### config.mk
export PLATFORM = sky130hd
export DESIGN_NAME = if_pipe_flat
export DESIGN_NICKNAME = d
export VERILOG_FILES = /design/src/rtl/if_pipe_pkg.sv /design/src/rtl/if_pipe_if.sv /design/src/rtl/if_pipe_hazard_unit.sv /design/src/rtl/if_pipe.sv /design/src/flat_wrapper.sv
export SDC_FILE = /design/constraint.sdc
export NUM_CORES = 1
export LEC_CHECK = 0
export BUFFER_PORTS_ARGS = -buffer_cell sky130_fd_sc_hd__buf_2
export CORE_MARGIN = 2
export CORE_UTILIZATION = 46
export CTS_CLUSTER_SIZE = 30
export DETAILED_ROUTE_END_ITERATION = 16
export PLACE_DENSITY_LB_ADDON = 0.2
export SYNTH_ARGS = -nofsm -noshare
export SYNTH_HDL_FRONTEND = slang
export SYNTH_HIERARCHICAL = 1
export SYNTH_SLANG_ARGS = --single-unit
### constraint.sdc
create_clock -name CLK -period 4.7 [get_ports CLK]
set_clock_uncertainty 0.2 [all_clocks]
set_input_delay 0.705 -clock CLK [delete_from_list [all_inputs] [get_ports CLK]]
set_output_delay 0.705 -clock CLK [all_outputs]
set_load 0.01 [all_outputs]
### src/rtl/if_pipe_pkg.sv
// Shared encodings and field positions for the instruction-fetch stage.
package if_pipe_pkg;
  localparam logic [31:0] NOP    = 32'h0000_0000;
  localparam logic [4:0]  XZR    = 5'd31;
  localparam int          RN_LSB = 5;
  localparam int          RN_MSB = 9;
  localparam int          RM_LSB = 16;
  localparam int          RM_MSB = 20;
  localparam logic [31:0] PC_INC = 32'd4;

  typedef struct packed {
    logic [31:0] pc;
    logic [31:0] instr;
    logic        valid;
  } ifid_t;
endpackage

### src/rtl/if_pipe_if.sv
// Fetch-stage bus: imem word, redirect, ID/EX hazard inputs and IF/ID outputs.
interface if_pipe_if;
  logic [31:0] imem_instr_in;
  logic        branch_taken_in;
  logic [31:0] branch_target_in;
  logic        ex_memRead_in;
  logic [4:0]  ex_write_register_in;
  logic [31:0] pc_fetch_out;
  logic [31:0] pc_out;
  logic [31:0] instr_out;
  logic        valid_out;
  logic        bubble_out;
  logic [31:0] stall_count_out;
  logic [15:0] flush_count_out;

  modport master (
    output imem_instr_in, branch_taken_in, branch_target_in,
           ex_memRead_in, ex_write_register_in,
    input  pc_fetch_out, pc_out, instr_out, valid_out, bubble_out,
           stall_count_out, flush_count_out
  );

  modport slave (
    input  imem_instr_in, branch_taken_in, branch_target_in,
           ex_memRead_in, ex_write_register_in,
    output pc_fetch_out, pc_out, instr_out, valid_out, bubble_out,
           stall_count_out, flush_count_out
  );
endinterface

### src/rtl/if_pipe_hazard_unit.sv
// Load-use detector; only active when IF_PIPE_HAZARD_DETECT_EN is defined,
// otherwise software is expected to schedule the NOPs and stall is tied low.
module hazard_unit
  import if_pipe_pkg::*;
(
  input  logic       valid,
  input  logic       mem_read,
  input  logic [4:0] ex_rd,
  input  logic [4:0] rn,
  input  logic [4:0] rm,
  output logic       stall
);
`ifdef IF_PIPE_HAZARD_DETECT_EN
  // XZR never carries a produced value, so a load into it cannot hazard
  assign stall = valid && mem_read && (ex_rd != XZR) &&
                 ((ex_rd == rn) || (ex_rd == rm));
`else
  logic unused_hz;
  assign unused_hz = ^{valid, mem_read, ex_rd, rn, rm};
  assign stall     = 1'b0;
`endif
endmodule

### src/rtl/if_pipe.sv
// Instruction fetch stage: PC, IF/ID register, stall/flush counters.
// Load-use stalling is compiled in with IF_PIPE_HAZARD_DETECT_EN.
module if_pipe
  import if_pipe_pkg::*;
#(
  parameter logic [31:0] RESET_PC = 32'h0000_0000
) (
  input  logic      CLK,
  input  logic      RESET,
  if_pipe_if.slave  bus
);
  logic [31:0] pc;
  ifid_t       ifid;
  logic [31:0] stall_cnt;
  logic [15:0] flush_cnt;
  logic        stall;
  logic        bubble;
  logic        unused_tgt;

  hazard_unit u_hazard (
    .valid    (ifid.valid),
    .mem_read (bus.ex_memRead_in),
    .ex_rd    (bus.ex_write_register_in),
    .rn       (ifid.instr[RN_MSB:RN_LSB]),
    .rm       (ifid.instr[RM_MSB:RM_LSB]),
    .stall    (stall)
  );

  // a taken branch squashes the stalled instruction, so no bubble is needed
  assign bubble     = stall && !bus.branch_taken_in;
  assign unused_tgt = ^bus.branch_target_in[1:0];

  always_ff @(posedge CLK or posedge RESET) begin
    if (RESET) begin
      pc        <= RESET_PC;
      ifid      <= '{pc: 32'h0, instr: NOP, valid: 1'b0};
      stall_cnt <= 32'h0;
      flush_cnt <= 16'h0;
    end else begin
      if (bus.branch_taken_in) begin
        pc   <= {bus.branch_target_in[31:2], 2'b00};
        ifid <= '{pc: 32'h0, instr: NOP, valid: 1'b0};
        if (flush_cnt != 16'hFFFF) flush_cnt <= flush_cnt + 16'd1;
      end else if (!stall) begin
        pc   <= pc + PC_INC;
        ifid <= '{pc: pc, instr: bus.imem_instr_in, valid: 1'b1};
      end
      if (bubble) stall_cnt <= stall_cnt + 32'd1;
    end
  end

  assign bus.pc_fetch_out    = pc;
  assign bus.pc_out          = ifid.pc;
  assign bus.instr_out       = ifid.instr;
  assign bus.valid_out       = ifid.valid;
  assign bus.bubble_out      = bubble;
  assign bus.stall_count_out = stall_cnt;
  assign bus.flush_count_out = flush_cnt;
endmodule
### src/flat_wrapper.sv
// flat-port wrapper written by rule: the top's interface ports become plain ports
module if_pipe_flat import if_pipe_pkg::*;
#(
  parameter logic [31:0] RESET_PC = 32'h0000_0000
)
  (CLK, RESET, bus_imem_instr_in, bus_branch_taken_in, bus_branch_target_in, bus_ex_memRead_in, bus_ex_write_register_in, bus_pc_fetch_out, bus_pc_out, bus_instr_out, bus_valid_out, bus_bubble_out, bus_stall_count_out, bus_flush_count_out);
  if_pipe_if bus_i ();
  input  logic CLK;
  input  logic RESET;
  input wire logic [$bits(bus_i.imem_instr_in)-1:0] bus_imem_instr_in;
  input wire logic [$bits(bus_i.branch_taken_in)-1:0] bus_branch_taken_in;
  input wire logic [$bits(bus_i.branch_target_in)-1:0] bus_branch_target_in;
  input wire logic [$bits(bus_i.ex_memRead_in)-1:0] bus_ex_memRead_in;
  input wire logic [$bits(bus_i.ex_write_register_in)-1:0] bus_ex_write_register_in;
  output wire logic [$bits(bus_i.pc_fetch_out)-1:0] bus_pc_fetch_out;
  output wire logic [$bits(bus_i.pc_out)-1:0] bus_pc_out;
  output wire logic [$bits(bus_i.instr_out)-1:0] bus_instr_out;
  output wire logic [$bits(bus_i.valid_out)-1:0] bus_valid_out;
  output wire logic [$bits(bus_i.bubble_out)-1:0] bus_bubble_out;
  output wire logic [$bits(bus_i.stall_count_out)-1:0] bus_stall_count_out;
  output wire logic [$bits(bus_i.flush_count_out)-1:0] bus_flush_count_out;
  assign bus_i.imem_instr_in = bus_imem_instr_in;
  assign bus_i.branch_taken_in = bus_branch_taken_in;
  assign bus_i.branch_target_in = bus_branch_target_in;
  assign bus_i.ex_memRead_in = bus_ex_memRead_in;
  assign bus_i.ex_write_register_in = bus_ex_write_register_in;
  assign bus_pc_fetch_out = bus_i.pc_fetch_out;
  assign bus_pc_out = bus_i.pc_out;
  assign bus_instr_out = bus_i.instr_out;
  assign bus_valid_out = bus_i.valid_out;
  assign bus_bubble_out = bus_i.bubble_out;
  assign bus_stall_count_out = bus_i.stall_count_out;
  assign bus_flush_count_out = bus_i.flush_count_out;
  if_pipe #(.RESET_PC(RESET_PC)) u_core (.CLK(CLK), .RESET(RESET), .bus(bus_i));
endmodule
==> results.md, run 1 <==
* I/O Buffers at slightly above 200
* GRT overflow at 0
* Initial DRC Count at 310
* TritonRoute pass-1 iters at 5
* Later-pin clock latency in the skew report at 410 ps
* H-tree depth at 4
* P&R area growth vs syn at 26.9%
* Share of post-route cells with drive strength above 1 at between 30 and 40%
* Resized Gates After CTS at 0
* Pwr/cell area at around 400 mW/mm2
* Vias per cell at roughly 5.2
* Worst Path Arrival at ~2600 ps
* Yosys top cell by area: dfrtp_1
* Setup WS post-layout at about 2200 ps
* Die area at 0.0151 mm2
* Measured slew at the worst slew-check pin at 920 ps
* Synth Cell Area at ~0.0065 mm2
* GPL Wtd Cong at ~0.83
* CP delay by family, top: simple AND/OR/NAND/NOR gates
* CTS Hold Bufs at 0
* Final Cycle Share at a little over half
* Fin cells at 993
* FF/Latch Area at approximately 0.0036 mm2
* Total GRT Usage at around a fifth
* Slowest CP cell: or4_1
* WL final at around 15,000 um
* Share of the synthesized area in the top cell type at a little over half
* CTS Sinks at ~140
* Area occupied by multi-input gates at between 0.002 and 0.003 mm2
* Crit. End Element: flop
* Core area at 0.0138 mm2
* Clock slew at reported path FFs at roughly 60 ps
* Leakage power at approximately 4.3 nW
* TritonCTS clock tree: yes
* First-pass GRT wire length at 24,600 um
* RSZ-0062 raised after global routing: no
* Buffers and inverters on the worst path at 0
* Hold WC Path Type: flop to flop
* Post-route antenna net violation count at 0
* Post-route DRC at 0
* CP Launch Type: flop
* Period minus WS final at roughly 2500 ps
* CP max FO at 18
* # diodes at 0
* Pin count of the biggest net entering global routing at ~140
* Seq/Total Area, Yosys at around 55%
* Filler cells at approximately 1,200
* Cells after synthesis at 606
* Max-cap viol count at 0
* Avg Cell Area, Syn at 10.7 um2
* Status: completed
* Placed cell count at slightly below 1,000
* Synth Flop Type: dfrtp_1
* Cells along the critical path: and4b_1 -> nand3_1 -> or4_1 -> a31oi_1
* Type of the worst setup path: flop to flop
* Final-report max-slew violation count at 0
* Final Hold Vio Count at 0
* Die span in y at approximately 120 um
* Setup slack at placement at 2200 ps
* Die W at approximately 120 um
* Final HPWL DP at roughly 10,000 um
* Hold slack at between 200 and 300 ps
* Synth Warn # at 6
* Clock buffer count from CTS at 17
* Fraction of registers with async set or reset after synthesis at between 90% and 100%
* Max Clock Freq at 0.401 GHz
* Initial core utilization at a little under half
* Vias in the first global route at ~5,000
* Site Rows at 43
* Commonest cells post-synth: 142 x dfrtp_1, 89 x nor2_1, 63 x mux2i_1
* Final setup violation count at 0
* Postcts setup bufs at 0
* Max rail drop VDD at around 210 uV
* Nets at 877
* Post-synth cell types at 39
* Post-synth EDFFs at 0
* Avg WL per Cell at ~16 um
* Number of synthesized register bits at ~140
* Clk buf depth at 2
* Crit-path max cell delay at slightly below 700 ps
* Top-count cell post-synth: dfrtp_1
* # IOs at between 200 and 250
* Initial antenna violation count at 0
* Crit path required time at 4820 ps
* DR vias at 5,199
* Area contributors post-synth: dfrtp_1 55%, mux2i_1 9.7%, nor2_1 5.2%
* Total power at between 0.003 and 0.004 W
* Setup TNS at 0 ps
* Relative slew slack at between 30 and 40%
* CTS root buffer: clkbuf_16
-- power breakdown --
group	total (W)	internal, W	switching, W
sequential	0.00148	0.00134	0.000140
clock	0.00135	0.000849	0.000497
combinational	0.000466	0.000207	0.000258
-- metal layers --
layer  GRT usage [%]  part of all wire (%)  wire (um)
met1            26.9                    43       6650
met2            33.9                    49       7600
met3            5.90                   6.8       1040
met5               0                     0          0
met4            6.68                  0.89        138
-- final cells by class --
class                           count  area share (%)
Clock buffer                       22            6.01
Clock inverter                      9            1.31
Inverter                           12           0.593
Sequential cell                   142            43.2
Tap cell                          180            2.74
Multi-Input combinational cell    418            33.1
Timing Repair Buffer              210            13.0
-- final timing paths --
path | start | to | slack (ps) | cells after the start
max | u_core/bus.pc_fetch_out[2] | u_core/bus.pc_fetch_out[29] | 2210 | 4
min | u_core/bus.flush_count_out[14] | u_core/bus.flush_count_out[14] | 280 | 1
max reg2reg | u_core/bus.pc_fetch_out[2] | u_core/bus.pc_fetch_out[29] | 2210 | 4
min reg2reg | u_core/bus.flush_count_out[14] | u_core/bus.flush_count_out[14] | 280 | 1
max in group asynchronous | RESET | u_core/bus.pc_fetch_out[31] | 3440 | 3
min in group asynchronous | RESET | u_core/bus.stall_count_out[25] | 300 | 3
-- worst reg2reg max path, delay by kind of cell, from the launching register on --
family          cells  cell delay [ps]
flops               1              430
compound gates      1              190
simple gates        3             1590
-- cells by family after synthesis --
logic type               count (synthesis)  synth area share (%)
adder cells (fa/ha/maj)                  3                 0.579
XOR/XNOR                                56                  7.57
buffers and inverters                   47                  3.19
AO/OA/AOI/OAI                           50                  4.83
multiplexers                            66                  10.3
AND/OR/NAND/NOR                        240                  18.6
other                                    2                 0.116
flip-flops                             142                  54.8
-- placed cells by master, fill, tap and decap left out, types with 3 or more instances in the layout --
cell        instances
buf_2             206
dfrtp_1           142
nor2_1             89
mux2i_1            63
nand2_1            39
xor2_1             37
nand3_1            24
xnor2_1            19
clkbuf_16          17
o21ai_0            16
nor3_1             15
or4_1              15
nand4_1            14
a31oi_1            14
o31ai_1            13
and4_1             12
inv_1              11
nor4_1              6
and3_1              6
clkbuf_8            5
and2_1              5
nor3b_1             4
clkinv_2            3
clkinvlp_4          3
buf_4               3
mux2_2              3
and4b_1             3
o211ai_1            3
ha_1                3
conb_1              3
-- registers in the layout (all words and copies together), names as in the netlist --
signal	count
u_core/bus.flush_count_out	16
u_core/bus.instr_out	32
u_core/bus.pc_fetch_out	30
u_core/bus.pc_out	31
u_core/bus.stall_count_out	32
u_core/bus.valid_out	1
-- metrics by stage --
stage	utilization [%]	instance area (um2)
2_1_floorplan	-	6490
3_3_place_gp	55.2	7630
3_5_place_dp	55.2	7630
4_1_cts	59.5	8230
5_1_grt	59.5	8230
6_report	59.5	8230
(Power assumes the default switching activity.)
==> run 2, diff against run 1 <==
--- a/config.mk
+++ b/config.mk
@@ -7,7 +7,7 @@
 export LEC_CHECK = 0
 export BUFFER_PORTS_ARGS = -buffer_cell sky130_fd_sc_hd__buf_2
 export CORE_MARGIN = 2
-export CORE_UTILIZATION = 46
+export CORE_UTILIZATION = 50
 export CTS_CLUSTER_SIZE = 30
 export DETAILED_ROUTE_END_ITERATION = 16
 export PLACE_DENSITY_LB_ADDON = 0.2
==> constraint.sdc (replaced) <==
create_clock -name CLK -period 2.4 [get_ports CLK]
set_clock_uncertainty 0.2 [all_clocks]
set_input_delay 0.36 -clock CLK [delete_from_list [all_inputs] [get_ports CLK]]
set_output_delay 0.36 -clock CLK [all_outputs]
set_load 0.01 [all_outputs]
==> run 2 against run 1 <==
Net effect:
- the flow now finishes with violations (hold timing)
- count of clock-buffer cells in the layout fell by 4
- clock power up 110%
- power up 100%
- cell count grew 5.0%
- critical path type unchanged
- largest power group unchanged
==> results.md, run 2 (synthesis results as in run 1) <==
* Share of post-route cells with drive strength above 1 at 29.7% (was 30.5%)
* Sw Ratio at 27.1% (was 27.2%)
* Later-pin clock latency in the skew report at 420 ps (was 410 ps)
* Max Clock Freq at 0.439 GHz (was 0.401 GHz)
* Most frequent cells in the layout: 206 x buf_2, 142 x dfrtp_1, 89 x nor2_1, 63 x mux2i_1, 46 x dlygate4sd3_1 (was 206 x buf_2, 142 x dfrtp_1, 89 x nor2_1, 63 x mux2i_1, 39 x nand2_1)
* Crit path required time at 2530 ps (was 4820 ps)
* Post-route antenna net violation count at 0 (unchanged)
* Initial core utilization at 51.4% (was 46.9%)
* Relative slew slack at 51.2% (was 38.6%)
* Clock slew at reported path FFs at 70 ps (was 60 ps)
* CP Launch Type: flop (unchanged)
* Hold WC Path Type: primary input to asynchronous set/reset pin (was flop to flop)
* Resized Gates After CTS at 0 (unchanged)
* Pin count of the biggest net entering global routing at 143 (unchanged)
* RSZ-0062 raised after global routing: no (unchanged)
* DR vias at 5,472 (was 5,199)
* Avg WL per Cell at 15.7 um (was 15.5 um)
* First-pass GRT wire length at 27,000 um (was 24,600 um)
* I/O Buffers at 207 (unchanged)
* Vias in the first global route at 5,374 (was 5,012)
* Post-route DRC at 0 (unchanged)
* Die area at 0.0139 mm2 (was 0.0151 mm2)
* GPL Wtd Cong at 0.792 (was 0.828)
* Die W at 118 um (was 123 um)
* Initial antenna violation count at 2 (was 0)
* Initial DRC Count at 363 (was 310)
* Clock buffer count from CTS at 17 (unchanged)
* Final setup violation count at 0 (unchanged)
* Setup TNS at 0 ps (unchanged)
* # IOs at 219 (unchanged)
* P&R area growth vs syn at 35.5% (was 26.9%)
* Filler cells at 953 (was 1,172)
* Die span in y at 118 um (was 123 um)
* Setup slack at placement at 160 ps (was 2200 ps)
* Commonest non-fill, non-tap cell in the layout: buf_2 (unchanged)
* CTS Sinks at 142 (unchanged)
* Max rail drop VDD at 528 uV (was 207 uV)
* H-tree depth at 4 (unchanged)
* Postcts setup bufs at 0 (unchanged)
* Measured slew at the worst slew-check pin at 732 ps (was 920 ps)
* Crit. End Element: flop (unchanged)
* Nets at 932 (was 877)
* Total GRT Usage at 24.2% (was 20.8%)
* WL final at 16,400 um (was 15,400 um)
* Site Rows at 41 (was 43)
* Type of the worst setup path: flop to flop (unchanged)
* Status: finished, violations left (was completed)
* Leakage power at 4.54 nW (was 4.31 nW)
* Internal power at 0.00485 W (was 0.00239 W)
* TritonCTS clock tree: yes (unchanged)
* Final-report max-slew violation count at 0 (unchanged)
* Logic pwr share at 15.0% (was 14.2%)
* CTS root buffer: clkbuf_16 (unchanged)
* P_sw at 0.00180 W (was 0.000895 W)
* CP max FO at 20 (was 18)
* Max-cap viol count at 0 (unchanged)
* Hold slack at -22.2 ps (was 281 ps)
* Setup WS post-layout at 124 ps (was 2210 ps)
* Worst Path Arrival at 2410 ps (was 2610 ps)
* GRT overflow at 0 (unchanged)
* Core area at 0.0126 mm2 (was 0.0138 mm2)
* Pwr/cell area at 757 mW/mm2 (was 400 mW/mm2)
* Seq pwr share at 43.2% (was 44.9%)
* Clock network fraction of total power at 41.8% (was 40.9%)
* Total power at 0.00665 W (was 0.00329 W)
* Final Cycle Share at 94.8% (was 53.0%)
* Vias per cell at 5.25 (was 5.24)
* TritonRoute pass-1 iters at 5 (unchanged)
* Period minus WS final at 2280 ps (was 2490 ps)
* Final Hold Vio Count at 56 (was 0)
* Failing checks: hold timing
* Final HPWL DP at 10,700 um (was 10,500 um)
* Clk buf depth at 2 (unchanged)
## run 2: metrics by stage
step	utilization (%)	instances	area [um2]	hold WS (ps)
4_1_cts	69.5	1041	8780	1.16
6_report	69.6	1043	8780	-22.2
2_1_floorplan	-	607	6490	280
3_5_place_dp	60.9	963	7680	283
3_3_place_gp	60.9	963	7680	277
5_1_grt	69.6	1043	8780	18.8
## run 2: cell type report
cell class              instances  area (um2)  share of cell area [%]
flip-flops and latches        142        3550                    40.5
multi-input cells             418        2730                    31.0
repair buffers                265        1600                    18.2
clock buffers                  18         439                    5.00
well taps                     172         215                    2.45
clock inverters                14         193                    2.19
inverters                      12        48.8                   0.556
diodes                          2        5.00                  0.0570
## run 2: what timing repair did
| item | in CTS | in global routing |
|---|---|---|
| hold buffers | 46 | 0 |
| endpoints found under the hold margin | 46 | 0 |
| endpoints found under the setup margin | 0 | 0 |
## run 2: power groups by stage
stage,sequential (W),combinational [W],clock [W]
2_1_floorplan,0.00297,0.000449,0
3_3_place_gp,0.00289,0.000907,0
3_5_place_dp,0.00291,0.000934,0
4_1_cts,0.00287,0.000997,0.00283
5_1_grt,0.00292,0.00111,0.00294
6_report,0.00288,0.000998,0.00278
## run 2: per-layer routing
metal / vias up / part of all wire (%) / global-route usage (%)
met1: 2639 / 44 / 32.5
met2: 188 / 48 / 38.2
li1: 2622 / - / -
met4: 0 / 1.8 / 9.19
met3: 23 / 6.0 / 5.91
met5: - / 0 / 0
## run 2: path summary, 6_finish.rpt
check	from	endpoint	slack, ps	cells past startpoint
max	u_core/bus.pc_fetch_out[11]	u_core/bus.pc_fetch_out[26]	120	4
min	RESET	u_core/bus.stall_count_out[6]	-20	3
max reg2reg	u_core/bus.pc_fetch_out[11]	u_core/bus.pc_fetch_out[26]	120	4
min reg2reg	u_core/bus.flush_count_out[14]	u_core/bus.flush_count_out[14]	290	1
max in group asynchronous	RESET	u_core/bus.pc_fetch_out[17]	1500	3
min in group CLK	bus_imem_instr_in[7]	u_core/bus.instr_out[7]	10	3
## run 2: worst max-delay path, cell delays in order (launching register included)
cell     delay [ps]
dfrtp_1         450
nand3_2         130
or4_4           670
or4_1           530
a31oi_1         190
